===== config.mk =====
export PLATFORM = sky130hd
export DESIGN_NAME = alu_pipe
export DESIGN_NICKNAME = d
export VERILOG_FILES = /design/src/rtl/alu_pipe.sv
export SDC_FILE = /design/constraint.sdc
export NUM_CORES = 1
export LEC_CHECK = 0
export CAP_MARGIN = 20
export CORE_MARGIN = 3
export CORE_UTILIZATION = 50
export DETAILED_ROUTE_END_ITERATION = 16
export GPL_TIMING_DRIVEN = 1
export PLACE_DENSITY = 0.73
export SETUP_SLACK_MARGIN = 0.05
export SLEW_MARGIN = 20
export SYNTH_ARGS = -nofsm -noshare
export SYNTH_HDL_FRONTEND = slang
export SYNTH_SLANG_ARGS = --single-unit
export TNS_END_PERCENT = 10

===== constraint.sdc =====
create_clock -name clk -period 4.1 [get_ports clk]
set_clock_uncertainty 0.1 [all_clocks]
set_input_delay 0.82 -clock clk [delete_from_list [all_inputs] [get_ports clk]]
set_output_delay 0.82 -clock clk [all_outputs]
set_load 0.1 [all_outputs]

===== src/rtl/alu_pipe.sv =====
// alu_pipe: two-stage valid/ready pipelined ALU with status flags,
// optional signed saturation and an internal accumulator.
//   S1 registers the operand beat, S2 computes and registers result and flags.
//   Outputs are driven from S2 registers only; in_ready is combinational.
module alu_pipe #(
    parameter int unsigned WIDTH = 8
) (
    input  logic             clk,
    input  logic             rst_n,
    input  logic             in_valid,
    output logic             in_ready,
    input  logic [WIDTH-1:0] in_a,
    input  logic [WIDTH-1:0] in_b,
    input  logic [2:0]       in_op,
    input  logic             in_sat,
    output logic             out_valid,
    input  logic             out_ready,
    output logic [WIDTH-1:0] out_y,
    output logic             out_zero,
    output logic             out_carry,
    output logic             out_ovf
);

    localparam int unsigned OP_W = 3;

    localparam logic [OP_W-1:0] OP_ADD    = 3'd0;
    localparam logic [OP_W-1:0] OP_SUB    = 3'd1;
    localparam logic [OP_W-1:0] OP_AND    = 3'd2;
    localparam logic [OP_W-1:0] OP_OR     = 3'd3;
    localparam logic [OP_W-1:0] OP_XOR    = 3'd4;
    localparam logic [OP_W-1:0] OP_SLT    = 3'd5;
    localparam logic [OP_W-1:0] OP_ACC    = 3'd6;
    localparam logic [OP_W-1:0] OP_CLRACC = 3'd7;

    localparam logic [WIDTH-1:0] SAT_MAX = {1'b0, {(WIDTH-1){1'b1}}};
    localparam logic [WIDTH-1:0] SAT_MIN = {1'b1, {(WIDTH-1){1'b0}}};

    // S1 operand registers
    logic             s1_valid_q, s1_valid_d;
    logic [WIDTH-1:0] s1_a_q,     s1_a_d;
    logic [WIDTH-1:0] s1_b_q,     s1_b_d;
    logic [OP_W-1:0]  s1_op_q,    s1_op_d;
    logic             s1_sat_q,   s1_sat_d;

    // S2 result registers and accumulator
    logic             out_valid_q, out_valid_d;
    logic [WIDTH-1:0] out_y_q,     out_y_d;
    logic             out_zero_q,  out_zero_d;
    logic             out_carry_q, out_carry_d;
    logic             out_ovf_q,   out_ovf_d;
    logic [WIDTH-1:0] acc_q,       acc_d;

    // Pipeline enables
    logic s2_en;
    logic s1_en;

    // Datapath intermediates
    logic [WIDTH-1:0] add_x;
    logic [WIDTH-1:0] add_y;
    logic [WIDTH:0]   add_r;
    logic [WIDTH:0]   sub_r;
    logic             add_ovf;
    logic             sub_ovf;
    logic             slt_bit;
    logic [WIDTH-1:0] res_y;
    logic             res_carry;
    logic             res_ovf;

    // Stage advance: S2 frees when empty or drained, S1 frees when empty or moving on
    always_comb begin
        s2_en    = !out_valid_q | out_ready;
        s1_en    = !s1_valid_q | s2_en;
        in_ready = s1_en & rst_n;
    end

    // Shared adder/subtractor; ACC reuses the adder with the accumulator as first operand
    always_comb begin
        add_x   = (s1_op_q == OP_ACC) ? acc_q  : s1_a_q;
        add_y   = (s1_op_q == OP_ACC) ? s1_a_q : s1_b_q;
        add_r   = {1'b0, add_x} + {1'b0, add_y};
        sub_r   = {1'b0, s1_a_q} - {1'b0, s1_b_q};
        add_ovf = (add_x[WIDTH-1] == add_y[WIDTH-1]) && (add_r[WIDTH-1] != add_x[WIDTH-1]);
        sub_ovf = (s1_a_q[WIDTH-1] != s1_b_q[WIDTH-1]) && (sub_r[WIDTH-1] != s1_a_q[WIDTH-1]);
        slt_bit = $signed(s1_a_q) < $signed(s1_b_q);
    end

    // Result and flag selection; on overflow the true result has the sign of the first operand
    always_comb begin
        res_y     = '0;
        res_carry = 1'b0;
        res_ovf   = 1'b0;
        case (s1_op_q)
            OP_ADD, OP_ACC: begin
                res_carry = add_r[WIDTH];
                res_ovf   = add_ovf;
                if (s1_sat_q && add_ovf) begin
                    res_y = add_x[WIDTH-1] ? SAT_MIN : SAT_MAX;
                end else begin
                    res_y = add_r[WIDTH-1:0];
                end
            end
            OP_SUB: begin
                res_carry = sub_r[WIDTH];
                res_ovf   = sub_ovf;
                if (s1_sat_q && sub_ovf) begin
                    res_y = s1_a_q[WIDTH-1] ? SAT_MIN : SAT_MAX;
                end else begin
                    res_y = sub_r[WIDTH-1:0];
                end
            end
            OP_AND:    res_y = s1_a_q & s1_b_q;
            OP_OR:     res_y = s1_a_q | s1_b_q;
            OP_XOR:    res_y = s1_a_q ^ s1_b_q;
            OP_SLT:    res_y = {{(WIDTH-1){1'b0}}, slt_bit};
            OP_CLRACC: res_y = '0;
            default:   res_y = '0;
        endcase
    end

    // S1 next state: capture a new beat whenever S1 can advance
    always_comb begin
        s1_valid_d = s1_valid_q;
        s1_a_d     = s1_a_q;
        s1_b_d     = s1_b_q;
        s1_op_d    = s1_op_q;
        s1_sat_d   = s1_sat_q;
        if (s1_en) begin
            s1_valid_d = in_valid;
            if (in_valid) begin
                s1_a_d   = in_a;
                s1_b_d   = in_b;
                s1_op_d  = in_op;
                s1_sat_d = in_sat;
            end
        end
    end

    // S2 next state and accumulator: both move only when the S1 beat advances
    always_comb begin
        out_valid_d = out_valid_q;
        out_y_d     = out_y_q;
        out_zero_d  = out_zero_q;
        out_carry_d = out_carry_q;
        out_ovf_d   = out_ovf_q;
        acc_d       = acc_q;
        if (s2_en) begin
            out_valid_d = s1_valid_q;
            if (s1_valid_q) begin
                out_y_d     = res_y;
                out_zero_d  = (res_y == '0);
                out_carry_d = res_carry;
                out_ovf_d   = res_ovf;
                if (s1_op_q == OP_ACC) begin
                    acc_d = res_y;
                end else if (s1_op_q == OP_CLRACC) begin
                    acc_d = '0;
                end
            end
        end
    end

    // State registers with synchronous active-low reset
    always_ff @(posedge clk) begin
        if (!rst_n) begin
            s1_valid_q  <= 1'b0;
            s1_a_q      <= '0;
            s1_b_q      <= '0;
            s1_op_q     <= '0;
            s1_sat_q    <= 1'b0;
            out_valid_q <= 1'b0;
            out_y_q     <= '0;
            out_zero_q  <= 1'b0;
            out_carry_q <= 1'b0;
            out_ovf_q   <= 1'b0;
            acc_q       <= '0;
        end else begin
            s1_valid_q  <= s1_valid_d;
            s1_a_q      <= s1_a_d;
            s1_b_q      <= s1_b_d;
            s1_op_q     <= s1_op_d;
            s1_sat_q    <= s1_sat_d;
            out_valid_q <= out_valid_d;
            out_y_q     <= out_y_d;
            out_zero_q  <= out_zero_d;
            out_carry_q <= out_carry_d;
            out_ovf_q   <= out_ovf_d;
            acc_q       <= acc_d;
        end
    end

    // Outputs come straight from S2 registers
    always_comb begin
        out_valid = out_valid_q;
        out_y     = out_y_q;
        out_zero  = out_zero_q;
        out_carry = out_carry_q;
        out_ovf   = out_ovf_q;
    end

endmodule


## Word-level counts from Yosys, hierarchy flattened

Cells that the tools add are included.

- Reduce and logical (&&, ||, !) cells: 13
- Equal/unequal tests: 11
- Bitwise logic cells: 6
- Multiplexer cells: 11
- Magnitude comparators: 1
- $add $sub $neg: 2

Operators by type and width:

| kind | count |
|---|---|
| 8-bit two-way mux | 8 |
| 8-bit case mux with 7 select lines | 1 |
| 3-bit equality test, second input constant | 4 |
| 8-bit by 8-bit adder with 9-bit output | 1 |
| 8-bit by 8-bit subtractor with 9-bit output | 1 |
| 8-bit AND | 1 |
| 8-bit zero test | 1 |
| 8-bit < comparator | 1 |
| 8-bit bitwise OR | 1 |
| 8-bit XOR | 1 |
| 3-bit by 2-bit equality test with 1-bit output, second input constant | 2 |
| 1-bit logical AND | 4 |
| 1-bit case mux with 2 select lines | 2 |
| 2-bit AND reduction | 2 |
| 3-bit by 1-bit equality test with 1-bit output, second input constant | 1 |
| 3-bit zero test | 1 |
| 1-bit != test | 3 |
| 3-bit AND reduction | 1 |
| 1-bit zero test | 2 |
| 1-bit bitwise OR | 2 |
| 2-bit nonzero test | 1 |
| 2-bit OR reduction | 1 |
| 1-bit AND | 1 |
| 1-bit equality test | 1 |

- Bits in registers: 41
- Word-level logic and storage cells: 55
- Input port bits: 24
- Output and inout bits: 13

## Longest topological paths before layout

Gate-level depths: netlist (run 1).

- Depth in word-level cells: 9
- Gate-level depth with buffers: 15

## Worst setup path before layout (run 1)

Ideal clock, no wire load.

- Kind: reg2reg
- Start: register s1_op_q[0]
- End: register out_zero_q, in the netlist out_zero
- Library setup time: 84 ps
- Setup slack: 596 ps
- Arrival: 3,319 ps
- Cell stages (with the launch flop): 15
- Cell sequence: dfxtp_1 -> buf_6 -> nand3b_4 -> clkbuf_1 -> mux2_2 -> ha_1 -> fa_1 -> a21o_1 -> a21oi_2 -> nor2b_1 -> o31ai_2 -> xnor2_1 -> a2111oi_2 -> nand4_1 -> o31ai_2

- Cells in the longest elaborated chain, start to end: 9
- Elaborated cells between the ends (all ways): 20

Ends and longest elaborated chain:

| what | RTL line | RTL |
|---|---|---|
| from (decl) | 42 | `logic [OP_W-1:0] s1_op_q, s1_op_d;` |
| from (signal assigned) | 180 | `s1_op_q <= s1_op_d;` |
| 3-bit equality test | 78, 79, 92 |  |
| 8-bit two-way mux, on equally long branches | 78, 79 |  |
| 8-bit by 8-bit adder with 9-bit output | 80 | `add_r = {1'b0, add_x} + {1'b0, add_y};` |
| 1-bit != test | 82 | `add_ovf = (add_x[WIDTH-1] == add_y[WIDTH-1]) && (add_r[WIDTH-1] != add_x[WIDTH-1]);` |
| 1-bit logical AND | 82 |  |
| 1-bit logical AND | 96 | `if (s1_sat_q && add_ovf) begin` |
| 8-bit two-way mux | 96 |  |
| 8-bit case mux with 7 select lines (*) | 92 | `case (s1_op_q)` |
| 8-bit zero test (*) | 150 | `out_zero_d = (res_y == '0);` |
| to (signal assigned) | 184 | `out_zero_q <= out_zero_d;` |
| to (decl) | 48 | `logic out_zero_q, out_zero_d;` |

Mark *: on every way between the ends. The rest lies on a longest branch, timed or not.
A chain may end at the register's enable or synchronous reset.

## Worst setup path in the final report (run 1)

- Start: register s1_op_q[2]
- End: register out_zero_q, in the netlist out_zero

The elaborated chain is that of the path after synthesis.

==> impl_metrics.py, run 1 <==
metrics = {
    "outcome": {
        "status": "finished, final reports clean",
    },
    "synth": {
        "synth_fp_nets": 459,
        "yosysUniqueCellTypes": 64,
        "synth_area_per_cell_sq_um": 8.10,
        "synth_edf_count": 0,
        "netlist_instances": 401,
        "ys.flop_type": "dfxtp_1",
        "async_flop_share_pct": 0,
        "ys_warn_count": 0,
        "ys_seq_area_share_pct": 25.3,
        "synth-seq-cells": 41,
        "syn-cell-area_sq_um": 3250,
    },
    "hold_path": {
        "worstHoldPathType": "flip-flop to flip-flop",
        "holdPathEnd": "out_y[1]",
        "hp-start": "out_y[1]",
        "whs_path_depth": 2,
    },
    "setup_path": {
        "worstPathRequired_ns": 4.22,
        "r2r-start": "s1_op_q[2]",
        "critical_path_class": "flip-flop to flip-flop",
        "rr_endpoint": "out_zero",
        "cpMaxStageDelayCell": "dfxtp_1",
        "crit_chain": "nand3b_4 -> mux2_2 -> ha_1 -> fa_1 -> a21o_1 -> a21oi_2 -> nor2b_1 -> o31ai_2 -> xnor2_1 -> a2111oi_2 -> nand4_1 -> o31ai_2",
        "crit_fanout": 26,
        "start_kind": "flip-flop",
        "r2r_slack_ns": 0.38,
        "cpMostUsedCell": "o31ai_2",
        "worstSetupEndpointType": "flip-flop",
        "reg2regPathDepth": 12,
        "cp.arrival_ns": 3.84,
        "max_stage_delay_ns": 0.55,
    },
    "layout": {
        "utilization_pct": 61.3,
        "nNetsFinal": 483,
        "final_layout_size_suffix_gt1_share_pct": 8.92,
        "final_cell_mix": "68 x nand2_1, 41 x dfxtp_1, 35 x clkdlybuf4s50_1, 32 x ha_1, 25 x inv_1",
        "synthToLayoutAreaGrowth_pct": 15.0,
        "n_antenna_cell": 0,
        "layout_commonest_cell": "nand2_1",
    },
    "sta": {
        "period_needed_ns": 3.72,
        "maxSlewViolCount": 0,
        "setup_violations": 0,
        "max_freq_mhz": 269,
        "rsz0062_at_grt": "no",
        "slew-limit-headroom_pct": 34.3,
        "tns_ns": 0,
        "fin_crit_sh_pct": 90.7,
        "finalHoldViolations": 0,
        "worstMarginPinSlew_ns": 0.982,
    },
    "global_route": {
        "grt_usage_pct": 23.6,
        "grt_overflow": 0,
        "antenna_found_initial": 0,
        "grt_pass1_wl_microns": 14100,
        "grt_pass1_vias": 2810,
        "grt_max_degree": 44,
    },
    "floorplanning": {
        "die_y_microns": 86.6,
        "coreArea_sq_um": 6100,
        "die_w_microns": 86.6,
        "initial_utilization_pct": 53.3,
        "num_io_pins": 37,
        "dieArea_sq_um": 7500,
        "num_rows": 28,
    },
    "clock_network": {
        "post-cts-setup-buffer-count": 0,
        "cts.path.max_buffers": 2,
        "hold_buffers": 0,
        "cts_root_buffer": "clkbuf_8",
        "cts_tree": "built",
        "cts_inserted_buffers": 5,
        "cts.sinks": 41,
        "cts-resized-gates": 0,
        "h-tree-depth": 2,
        "clock_latency_ns": 0.30,
        "clkSlewWorstSetupHoldPaths_ns": 0.08,
    },
    "drt": {
        "first_iter_violations": 231,
        "drtPass1Iterations": 4,
        "vias": 2844,
        "wl_per_cell_microns": 16.4,
        "antenna_left": 0,
        "via_per_inst": 5.68,
        "wl_microns": 8230,
        "route.detailed.drc": 0,
    },
    "placed_design": {
        "portBuffers": 36,
        "gp_congestion": 0.969,
        "dp_hpwl_microns": 6500,
    },
    "power": {
        "power_density_nw_per_um2": 305,
        "peakVddDrop_mv": 0.194,
        "p_leak_nw": 1.56,
    },
    "flow_run": {
        "maxCapViolCount": 0,
    },
}
## flip-flops by register name (all words and copies together) (netlist names)
signal / cells
s1_op_q: 3
out_carry: 1
out_ovf: 1
acc_q: 8
s1_valid_q: 1
s1_a_q: 8
s1_sat_q: 1
out_valid: 1
s1_b_q: 8
out_zero: 1
out_y: 8
## layout make-up
type / instances / area (sq um)
Timing Repair Buffer: 41 / 408
Fill cell: 577 / 2360
Sequential cell: 41 / 821
Multi-Input combinational cell: 311 / 2200
Tap cell: 75 / 93.8
Clock inverter: 3 / 46.3
Inverter: 25 / 93.8
Clock buffer: 5 / 68.8
## through the flow
step,std cells,hold slack [ns],setup slack [ns],instance area (sq um),total power [W]
2_1_floorplan,401,0.371,0.596,3250,0.000719
3_3_place_gp,493,0.356,0.574,3620,0.000810
3_5_place_dp,493,0.362,0.405,3620,0.000815
4_1_cts,501,0.373,0.380,3730,0.00115
5_1_grt,501,0.408,0.0842,3730,0.00120
6_report,501,0.370,0.381,3730,0.00114
## layer usage
metal | vias to the layer above | global-route usage, % | routed length, microns
met5 | - | 0 | 0
met4 | 0 | 5.52 | 86
met3 | 9 | 2.95 | 525
met2 | 71 | 37.4 | 3630
met1 | 1322 | 34.1 | 3990
li1 | 1442 | - | -
## worst max-delay path, delay by kind of cell, from the launching register on
kind	cells	cell delay (ns)
AOI/OAI and AO/OA	5	1.32
adders and majority gates	2	0.63
and+or+nand+nor	3	0.56
DFF	1	0.55
muxes	1	0.37
xor gates and xnor gates	1	0.11
## kinds of logic after synthesis
group,count (synthesis),share of synthesized area [%]
AOI/OAI and AO/OA,115,25.6
xor gates and xnor gates,10,2.70
adders and majority gates,34,13.6
buffers and inverters,49,6.90
DFF,41,25.3
muxes,9,3.20
and+or+nand+nor,143,22.8
## synthesized netlist by cell type (7+ instances only)
| cell | n | area, sq um |
|---|---|---|
| a21boi_0 | 22 | 165 |
| mux2_2 | 7 | 78.8 |
| and2_1 | 10 | 62.6 |
| inv_1 | 25 | 93.8 |
| dfxtp_1 | 41 | 821 |
| o21ai_0 | 24 | 120 |
| nand2_1 | 68 | 255 |
| nand3_1 | 7 | 35.0 |
| xnor2_1 | 7 | 61.3 |
| nor2b_1 | 12 | 75.1 |
| a22oi_1 | 9 | 67.6 |
| ha_1 | 32 | 400 |
| clkbuf_1 | 14 | 52.6 |
| nor2_1 | 14 | 52.6 |
| a21oi_1 | 9 | 45.0 |
## power breakdown
part / switching [W] / leakage (nW) / total, W / internal (W)
Combinational: 0.000228 / 1.17 / 0.000369 / 0.000141
Sequential: 0.0000226 / 0.336 / 0.000440 / 0.000418
Clock: 0.000148 / 0.0543 / 0.000331 / 0.000182
Total: 0.000399 / 1.56 / 0.00114 / 0.000741
## worst max-delay path by stage
stage                     startpoint  endpoint  slack, ns  depth (start not counted)
after detailed placement  s1_op_q[2]  out_zero       0.40                         12
after global routing      s1_op_q[2]  out_zero       0.08                         12
final                     s1_op_q[2]  out_zero       0.38                         12
after CTS                 s1_op_q[2]  out_zero       0.38                         12
after floorplan           s1_op_q[0]  out_zero       0.60                         14
after global placement    s1_op_q[2]  out_zero       0.57                         12
Power figures use the tool's default switching activity.
==> run 2: changes to the inputs <==
- REMOVE_ABC_BUFFERS: unset -> 1
==> run 2 against run 1 <==
  * Clock power fell by 5%
  * First-iteration DRC count fell by 13%
  * Wire length rose by 0.41%
  * Final cell count fell by 0.40%
  * Final area fell by 0.67%
  * Utilization fell by 0.41 points
  * Count of clock-buffer cells in the layout rose by 2
  * Global-route usage fell by 0.43 points
  * Sequential share of layout area rose by 0.15 points
  * Sequential cell count did not move
  * Combinational power barely moved
  * Critical endpoint unchanged
  * Largest cell class unchanged
==> impl_metrics.py, run 2 (same netlist as run 1, synthesis figures left out) <==
metrics = {
    "setup_path": {
        "reg2regPathDepth": 12,
        "rr_endpoint": "out_zero",
        "crit_fanout": 26,
        "cp.arrival_ns": 3.78,
        "worstSetupEndpointType": "flip-flop",
        "start_kind": "flip-flop",
        "worstPathRequired_ns": 4.23,
        "r2r-start": "s1_op_q[2]",
        "critical_path_class": "flip-flop to flip-flop",
        "r2r_slack_ns": 0.45,
    },
    "flow_run": {
        "maxCapViolCount": 0,
    },
    "clock_network": {
        "cts-resized-gates": 0,
        "cts_tree": "built",
        "cts.sinks": 41,
        "clock_latency_ns": 0.30,
        "h-tree-depth": 2,
        "post-cts-setup-buffer-count": 0,
        "cts_root_buffer": "clkbuf_8",
        "clkSlewWorstSetupHoldPaths_ns": 0.09,
        "cts_inserted_buffers": 5,
        "hold_buffers": 0,
        "cts.path.max_buffers": 2,
    },
    "layout": {
        "n_antenna_cell": 0,
        "finalInstanceArea_sq_um": 3710,
        "instances_no_fill": 499,
        "final_layout_size_suffix_gt1_share_pct": 8.49,
        "synthToLayoutAreaGrowth_pct": 14.2,
        "nNetsFinal": 481,
        "layout_commonest_cell": "nand2_1",
        "final_cell_mix": "68 x nand2_1, 41 x dfxtp_1, 35 x clkdlybuf4s50_1, 32 x ha_1, 25 x inv_1",
    },
    "sta": {
        "max_freq_mhz": 274,
        "worstMarginPinSlew_ns": 0.968,
        "tns_ns": 0,
        "finalHoldViolations": 0,
        "period_needed_ns": 3.65,
        "rsz0062_at_grt": "no",
        "finalHoldWorstSlack_ns": 0.368,
        "setup_violations": 0,
        "slew-limit-headroom_pct": 35.3,
        "maxSlewViolCount": 0,
        "fin_crit_sh_pct": 89.1,
    },
    "floorplanning": {
        "num_rows": 28,
        "die_w_microns": 86.6,
        "initial_utilization_pct": 53.3,
        "coreArea_sq_um": 6100,
        "die_y_microns": 86.6,
        "dieArea_sq_um": 7500,
        "num_io_pins": 37,
    },
    "drt": {
        "drtPass1Iterations": 6,
        "route.detailed.drc": 0,
        "antenna_left": 0,
        "vias": 2906,
        "via_per_inst": 5.82,
        "wl_per_cell_microns": 16.6,
        "first_iter_violations": 200,
        "wl_microns": 8260,
    },
    "global_route": {
        "grt_overflow": 0,
        "grt_usage_pct": 23.2,
        "grt_pass1_wl_microns": 13700,
        "grt_pass1_vias": 2826,
        "antenna_found_initial": 0,
        "grt_max_degree": 43,
    },
    "power": {
        "peakVddDrop_mv": 0.173,
        "p_leak_nw": 1.55,
        "power_density_nw_per_um2": 301,
        "total_power_w": 0.00112,
    },
    "hold_path": {
        "whs_path_depth": 2,
        "worstHoldPathType": "flip-flop to flip-flop",
        "holdPathEnd": "out_y[1]",
        "hp-start": "out_y[1]",
    },
    "placed_design": {
        "dp_hpwl_microns": 6160,
        "gp_congestion": 1.05,
        "portBuffers": 36,
        "placed_cells": 491,
        "place_area_sq_um": 3600,
    },
    "outcome": {
        "status": "finished, final reports clean",
    },
}
-- run 2: worst max-delay path by stage --
stage                     slack, ns        to  cells past startpoint        from
after CTS                      0.47  out_zero                     12  s1_op_q[2]
final                          0.45  out_zero                     12  s1_op_q[2]
after global routing           0.09  out_zero                     11  s1_op_q[2]
after global placement         0.58  out_zero                     12  s1_op_q[2]
after floorplan                0.58  out_zero                     12  s1_op_q[0]
after detailed placement       0.47  out_zero                     12  s1_op_q[2]
-- run 2: area by class of cell --
class	instances	area, sq um
fill	563	2390
timing repair buffer	39	393
multi-input combinational	311	2200
tap	75	93.8
clock inverter	1	8.76
inverter	25	93.8
clock buffer	7	96.3
sequential	41	821
-- run 2: routing by layer --
metal | up-vias | wire [microns] | share of wire, % | global-route usage, %
met5 | - | 0 | 0 | 0
met1 | 1321 | 3820 | 46 | 31.3
met2 | 114 | 3690 | 45 | 37.3
met3 | 24 | 452 | 5.5 | 2.85
li1 | 1447 | - | - | -
met4 | 0 | 297 | 3.6 | 9.35
-- run 2: report_power, final --
group	switching, W	internal, W
sequential	0.0000220	0.000418
clock	0.000157	0.000156
combinational	0.000226	0.000140
total	0.000405	0.000713
-- run 2: critical path: stages, from the launching register on --
cell and delay [ns]:
dfxtp_1 0.54, nand3b_4 0.32, mux2_2 0.37, ha_1 0.23, fa_1 0.41, a21o_1 0.18, a21oi_2 0.17, nor2b_1 0.07
o31ai_2 0.22, xnor2_1 0.11, a2111oi_2 0.45, nand4_1 0.17, o31ai_2 0.22
-- run 2: per-stage QoR --
| stage | util (%) | setup slack, ns |
|---|---|---|
| finish | 60.9 | 0.448 |
| global route | 60.9 | 0.0888 |
| CTS | 60.9 | 0.466 |
| detailed placement | 59.1 | 0.473 |
| global placement | 59.1 | 0.575 |
| floorplan | - | 0.585 |
